$ cat config.mk
export PLATFORM = sky130hd
export DESIGN_NAME = audio_stream_cfg_ctrl
export DESIGN_NICKNAME = d
export VERILOG_FILES = /design/src/rtl/audio_cfg_pkg.sv /design/src/rtl/sync_2ff.sv /design/src/rtl/audio_stream_cfg_ctrl.sv
export SDC_FILE = /design/constraint.sdc
export NUM_CORES = 1
export LEC_CHECK = 0
export BUFFER_PORTS_ARGS = -buffer_cell sky130_fd_sc_hd__clkbuf_2
export CORE_ASPECT_RATIO = 0.75
export CORE_UTILIZATION = 40
export CTS_BUF_LIST = sky130_fd_sc_hd__clkbuf_16
export DETAILED_ROUTE_END_ITERATION = 8
export PLACE_DENSITY = 0.61
export SLEW_MARGIN = 20
export SYNTH_ARGS = -nofsm -noshare
export SYNTH_HDL_FRONTEND = slang
export SYNTH_HIERARCHICAL = 1
export SYNTH_SLANG_ARGS = --single-unit
$ cat constraint.sdc
create_clock -name clk_i -period 3.2 [get_ports clk_i]
set_clock_uncertainty 0.15 [all_clocks]
set_input_delay 0.16 -clock clk_i [delete_from_list [all_inputs] [get_ports clk_i]]
set_output_delay 0.16 -clock clk_i [all_outputs]
set_load 0.02 [all_outputs]
$ cat src/rtl/audio_cfg_pkg.sv
// Shared stream-format definitions for the I2S transmit path: rate/depth codes,
// configuration sequencer states and request validation helpers.
package audio_cfg_pkg;

   localparam logic [2:0] SR_44100  = 3'd0;
   localparam logic [2:0] SR_48000  = 3'd1;
   localparam logic [2:0] SR_88200  = 3'd2;
   localparam logic [2:0] SR_96000  = 3'd3;
   localparam logic [2:0] SR_176400 = 3'd4;
   localparam logic [2:0] SR_192000 = 3'd5;

   localparam logic [1:0] BIT_DEPTH_16  = 2'd0;
   localparam logic [1:0] BIT_DEPTH_24  = 2'd1;
   localparam logic [1:0] BIT_DEPTH_32  = 2'd2;
   localparam logic [1:0] BIT_DEPTH_DOP = 2'd3;

   typedef enum logic [2:0] {
      ST_INIT,
      ST_IDLE,
      ST_DRAIN,
      ST_HOLD,
      ST_SETTLE,
      ST_DONE
   } cfg_state_e;

   // DoP is only carried at 176.4k; codes above 192k do not exist.
   function automatic logic cfg_valid(input logic [2:0] rate, input logic [1:0] depth);
      if (rate > SR_192000) return 1'b0;
      if ((depth == BIT_DEPTH_DOP) && (rate != SR_176400)) return 1'b0;
      return 1'b1;
   endfunction

   // Odd codes are the 48k multiples (24.576 MHz MCLK), even codes the 44.1k multiples.
   function automatic logic rate_family(input logic [2:0] rate);
      return rate[0];
   endfunction

   function automatic int unsigned max3(input int unsigned a, input int unsigned b,
                                        input int unsigned c);
      int unsigned m;
      m = (a > b) ? a : b;
      return (m > c) ? m : c;
   endfunction

endpackage

$ cat src/rtl/sync_2ff.sv
// Two-flop synchroniser for slow asynchronous level signals.
module sync_2ff #(
   parameter int unsigned WIDTH = 1
) (
   input  logic             clk_i,
   input  logic             reset_i,
   input  logic [WIDTH-1:0] d_i,
   output logic [WIDTH-1:0] q_o
);

   logic [WIDTH-1:0] meta_q;
   logic [WIDTH-1:0] sync_q;

   always_ff @(posedge clk_i) begin
      if (reset_i) begin
         meta_q <= '0;
         sync_q <= '0;
      end else begin
         meta_q <= d_i;
         sync_q <= meta_q;
      end
   end

   assign q_o = sync_q;

endmodule

$ cat src/rtl/audio_stream_cfg_ctrl.sv
// Sequences I2S stream-format changes: drain, hold tx in reset, switch MCLK family,
// settle, publish the new configuration and acknowledge the host.
module audio_stream_cfg_ctrl #(
   parameter int unsigned RESET_CYCLES  = 16,
   parameter int unsigned SETTLE_CYCLES = 1024,
   parameter int unsigned DRAIN_TIMEOUT = 65535
) (
   input  logic       clk_i,
   input  logic       reset_i,
   input  logic       cfg_req_i,
   input  logic [2:0] cfg_sample_rate_i,
   input  logic [1:0] cfg_bit_depth_i,
   input  logic       streaming_i,
   output logic       cfg_ack_o,
   output logic       cfg_reject_o,
   output logic       busy_o,
   output logic       wr_block_o,
   output logic       tx_reset_o,
   output logic [2:0] sample_rate_o,
   output logic [1:0] bit_depth_o,
   output logic       clk_family_o,
   output logic       drain_timeout_o
);

   import audio_cfg_pkg::*;

   localparam int unsigned CNT_W = $clog2(max3(DRAIN_TIMEOUT, SETTLE_CYCLES, RESET_CYCLES) + 1);
   localparam logic [CNT_W-1:0] RST_LOAD    = CNT_W'(RESET_CYCLES - 1);
   localparam logic [CNT_W-1:0] SETTLE_LOAD = CNT_W'(SETTLE_CYCLES - 1);
   localparam logic [CNT_W-1:0] DRAIN_LOAD  = CNT_W'(DRAIN_TIMEOUT);
   localparam logic [CNT_W-1:0] CNT_ONE     = CNT_W'(1);

   logic streaming_s;

   sync_2ff #(
      .WIDTH (1)
   ) u_sync_streaming (
      .clk_i   (clk_i),
      .reset_i (reset_i),
      .d_i     (streaming_i),
      .q_o     (streaming_s)
   );

   cfg_state_e       state_q;
   logic [CNT_W-1:0] cnt_q;
   logic [2:0]       rate_pend_q;
   logic [1:0]       depth_pend_q;
   logic             fam_chg_q;

   logic             ack_q;
   logic             reject_q;
   logic             busy_q;
   logic             wr_block_q;
   logic             tx_reset_q;
   logic [2:0]       rate_q;
   logic [1:0]       depth_q;
   logic             family_q;
   logic             drain_to_q;

   logic req_valid;
   logic req_same;

   assign req_valid = cfg_valid(cfg_sample_rate_i, cfg_bit_depth_i);
   assign req_same  = (cfg_sample_rate_i == rate_q) && (cfg_bit_depth_i == depth_q);

   always_ff @(posedge clk_i) begin
      if (reset_i) begin
         state_q      <= ST_INIT;
         cnt_q        <= RST_LOAD;
         rate_pend_q  <= SR_44100;
         depth_pend_q <= BIT_DEPTH_16;
         fam_chg_q    <= 1'b0;
         ack_q        <= 1'b0;
         reject_q     <= 1'b0;
         busy_q       <= 1'b1;
         wr_block_q   <= 1'b1;
         tx_reset_q   <= 1'b1;
         rate_q       <= SR_44100;
         depth_q      <= BIT_DEPTH_16;
         family_q     <= 1'b0;
         drain_to_q   <= 1'b0;
      end else begin
         ack_q    <= 1'b0;
         reject_q <= 1'b0;
         if (cfg_req_i && (state_q != ST_IDLE)) reject_q <= 1'b1;

         case (state_q)
            ST_INIT: begin
               if (cnt_q == '0) begin
                  state_q    <= ST_IDLE;
                  busy_q     <= 1'b0;
                  wr_block_q <= 1'b0;
                  tx_reset_q <= 1'b0;
               end else begin
                  cnt_q <= cnt_q - CNT_ONE;
               end
            end

            ST_IDLE: begin
               if (cfg_req_i) begin
                  if (!req_valid) begin
                     reject_q <= 1'b1;
                  end else if (req_same) begin
                     ack_q <= 1'b1;
                  end else begin
                     rate_pend_q  <= cfg_sample_rate_i;
                     depth_pend_q <= cfg_bit_depth_i;
                     drain_to_q   <= 1'b0;
                     busy_q       <= 1'b1;
                     wr_block_q   <= 1'b1;
                     cnt_q        <= DRAIN_LOAD;
                     state_q      <= ST_DRAIN;
                  end
               end
            end

            // Timeout fires on the cycle the counter would reach 0, so DRAIN
            // lasts at most DRAIN_TIMEOUT cycles.
            ST_DRAIN: begin
               if (!streaming_s || (cnt_q <= CNT_ONE)) begin
                  if (streaming_s) drain_to_q <= 1'b1;
                  tx_reset_q <= 1'b1;
                  rate_q     <= rate_pend_q;
                  depth_q    <= depth_pend_q;
                  family_q   <= rate_family(rate_pend_q);
                  fam_chg_q  <= (rate_family(rate_pend_q) != family_q);
                  cnt_q      <= RST_LOAD;
                  state_q    <= ST_HOLD;
               end else begin
                  cnt_q <= cnt_q - CNT_ONE;
               end
            end

            ST_HOLD: begin
               if (cnt_q == '0) begin
                  if (fam_chg_q) begin
                     cnt_q   <= SETTLE_LOAD;
                     state_q <= ST_SETTLE;
                  end else begin
                     tx_reset_q <= 1'b0;
                     state_q    <= ST_DONE;
                  end
               end else begin
                  cnt_q <= cnt_q - CNT_ONE;
               end
            end

            ST_SETTLE: begin
               if (cnt_q == '0) begin
                  tx_reset_q <= 1'b0;
                  state_q    <= ST_DONE;
               end else begin
                  cnt_q <= cnt_q - CNT_ONE;
               end
            end

            // tx_reset drops on entry; busy/wr_block stay up until the ack pulse.
            ST_DONE: begin
               ack_q      <= 1'b1;
               busy_q     <= 1'b0;
               wr_block_q <= 1'b0;
               state_q    <= ST_IDLE;
            end

            default: begin
               state_q <= ST_INIT;
            end
         endcase
      end
   end

   assign cfg_ack_o       = ack_q;
   assign cfg_reject_o    = reject_q;
   assign busy_o          = busy_q;
   assign wr_block_o      = wr_block_q;
   assign tx_reset_o      = tx_reset_q;
   assign sample_rate_o   = rate_q;
   assign bit_depth_o     = depth_q;
   assign clk_family_o    = family_q;
   assign drain_timeout_o = drain_to_q;

endmodule

==> reports/metrics.csv <==
metric,value,unit
outcome,completed,
Fillers,484,
share of cells above drive strength 1,16.9,%
CTS Buffer Depth,2,
dpl ws,0.628,ns
Rows,22,
Hold WS,0.0209,ns
Tcrit/Tclk final,81.1,%
Period minus WS final,2.60,ns
cts bufs inserted,5,
Mapped Cells,253,
fin nets,283,
number of max-cap violations,0,
Worst Hold Path Cells,3,
Final Hold Vio Count,0,
Register Area,741,um2
synthesized flop and latch total,37,
CP startpoint kind,flop,
power per standard cell area,870,mW/mm2
crit path kind,flop to flop,
GP Congestion,0.908,
Worst Path Max Fanout,11,
register clock-pin slew on the reported worst setup and hold paths,0.06,ns
initial antenna violation count,0,
Mapped Area,0.00209,mm2
Worst Max-Slew Pin Slew,0.811,ns
Rel. slew slack,45.6,%
Worst R2R Path Depth,6,
critical path data arrival time,2.66,ns
post-DP HPWL,3.45,mm
critical path required time,3.27,ns
Post-synth EDFFs,0,
Area Overhead vs Synth,13.3,%
WL/cell,14.8,um
final setup fails,0,
Starting Density,42.2,%
drt pass-1 iters,4,
Sink Count,37,
Setup Buffers After CTS,0,
fmax,385,MHz
GRT Total Usage,19.3,%
worst skew pair latency,0.28,ns
die width,85.5,um
n_diodes,0,
post-synthesis cell type count,58,
post-synth top area share,35.4,%
Die Y,64.6,um
H-tree depth,2,
"area leader, netlist",dfxtp_1,
"most common cell after layout, fill and taps aside",dfxtp_1,
Post-route DRC,0,
Crit. End Element,flop,
Top Ports,21,
Reg2Reg Setup Slack,0.60,ns
clock root buffer,clkbuf_16,
TNS Setup,0,ns
Hold Crit Class,input pin to flop,
most frequent cells in the layout,"dfxtp_1 (37), a21oi_1 (28), nor2_1 (22)",
core area,0.00495,mm2
"Power, Total",2.06,mW
top area cells in the synthesized netlist,"dfxtp_1 (35%), a21oi_1 (6.7%), nor2_1 (3.9%)",
TritonCTS clock tree,yes,
crit-path cells,or4_4 -> or4_4 -> o21ai_4 -> o31ai_2 -> and3_1 -> o21bai_1,
dpl cells,322,
Syn Area/Cell,8.26,um2
Most common cell on crit path,or4_4,
Layout Cells excl Fill,332,
vias in the first global route,1599,
first-pass GRT wire length,8.27,mm
Crit-path slowest cell,or4_4,
final slew viol count,0,
Yosys warnings,6,
drt total wl,4.90,mm
Slowest Stage Delay on Critical Path,0.57,ns
dominant synthesized flop cell,dfxtp_1,
drt initial violations,131,
"Seq/Total Area, Yosys",35.4,%
Vias per Instance,5.58,
DR vias,1852,
syn_nets,265,
Async SR Flop Fraction,0,%
DIE AREA,0.00552,mm2
RSZ-0062 raised after global routing,no,
multi-input logic area,0.00123,mm2
PnR worst setup slack,0.605,ns
largest net degree at the start of global routing,36,
Final ANT Viol Nets,0,
Lkg Pwr,0.895,nW
port bufs,20,
Overflow after GRT,0,
Worst IR Drop VDD,0.402,mV
-- layout make-up --
class / instances / share of cell area (%)
Clock buffer: 5 / 5.28
Inverter: 6 / 0.950
Tap cell: 60 / 3.17
Clock inverter: 3 / 0.950
Sequential cell: 37 / 31.3
Timing Repair Buffer: 26 / 6.34
Multi-Input combinational cell: 195 / 52.1
-- where the power goes --
part	leakage, nW	switching [mW]	total [mW]	internal, mW
logic	0.519	0.489	0.860	0.371
registers	0.302	0.147	0.714	0.567
clock network	0.0738	0.198	0.488	0.289
-- cell usage after synthesis (all sizes together), types with 2 or more instances --
| master | n |
|---|---|
| a221oi | 3 |
| o21ai | 9 |
| inv | 6 |
| and3 | 3 |
| dfxtp | 37 |
| a21oi | 28 |
| a211oi | 5 |
| or2 | 3 |
| nand3 | 12 |
| a311oi | 2 |
| buf | 10 |
| nor2 | 22 |
| nor4 | 5 |
| nor2b | 5 |
| a21o | 6 |
| nand2b | 11 |
| o21bai | 4 |
| a31oi | 3 |
| nor3 | 14 |
| o22ai | 2 |
| nor3b | 4 |
| ha | 3 |
| xnor2 | 5 |
| or4 | 5 |
| mux2i | 6 |
| nand2 | 19 |
| clkbuf | 5 |
-- logic make-up (layout without fill, tap and decap cells) --
group / Yosys count / after routing / share of synthesized area (%)
compound gates: 73 / 73 / 23.9
xor+xnor: 6 / 6 / 2.51
flops: 37 / 37 / 35.4
simple gates: 107 / 107 / 27.9
buf+inv: 21 / 40 / 5.56
fa+ha+maj: 3 / 3 / 1.80
mux: 6 / 6 / 2.87
-- worst max-delay path: cells and delay by family (launching register included) --
| family | cells | cell delay [ns] |
|---|---|---|
| and+or+nand+nor | 3 | 1.33 |
| DFF | 1 | 0.39 |
| AOI/OAI and AO/OA | 3 | 0.66 |
-- per-stage QoR --
step | area, um2 | util (%)
6_report | 2370 | 47.8
5_1_grt | 2370 | 47.8
4_1_cts | 2370 | 47.8
3_5_place_dp | 2200 | 44.4
3_3_place_gp | 2200 | 44.4
2_1_floorplan | 2090 | -
-- registers in the layout, indices dropped and copies added, names as in the netlist, 2 cells and up --
register	count
bit_depth_o	2
cnt_q	16
depth_pend_q	2
rate_pend_q	3
sample_rate_o	3
state_q	3
-- path summary, 6_finish.rpt --
path / from / to
hold / removal: cfg_bit_depth_i[1] / depth_pend_q[1]
hold reg to reg: u_sync_streaming/meta_q / u_sync_streaming/q_o
setup reg to reg: cnt_q[8] / cnt_q[0]
setup / recovery: cnt_q[8] / cnt_q[0]
-- repair_timing --
action	in CTS	in global routing
endpoints found under the hold margin	2	0
gates resized for setup	0	0
hold buffers	2	0
-- per-layer routing --
layer,GRT usage [%],wire length [um],up-vias
met1,30.6,2790,845
met3,4.20,192,6
met4,6.25,54,0
li1,-,-,957
met2,25.0,1860,44
met5,0,0,-
Power figures use the tool's default switching activity.
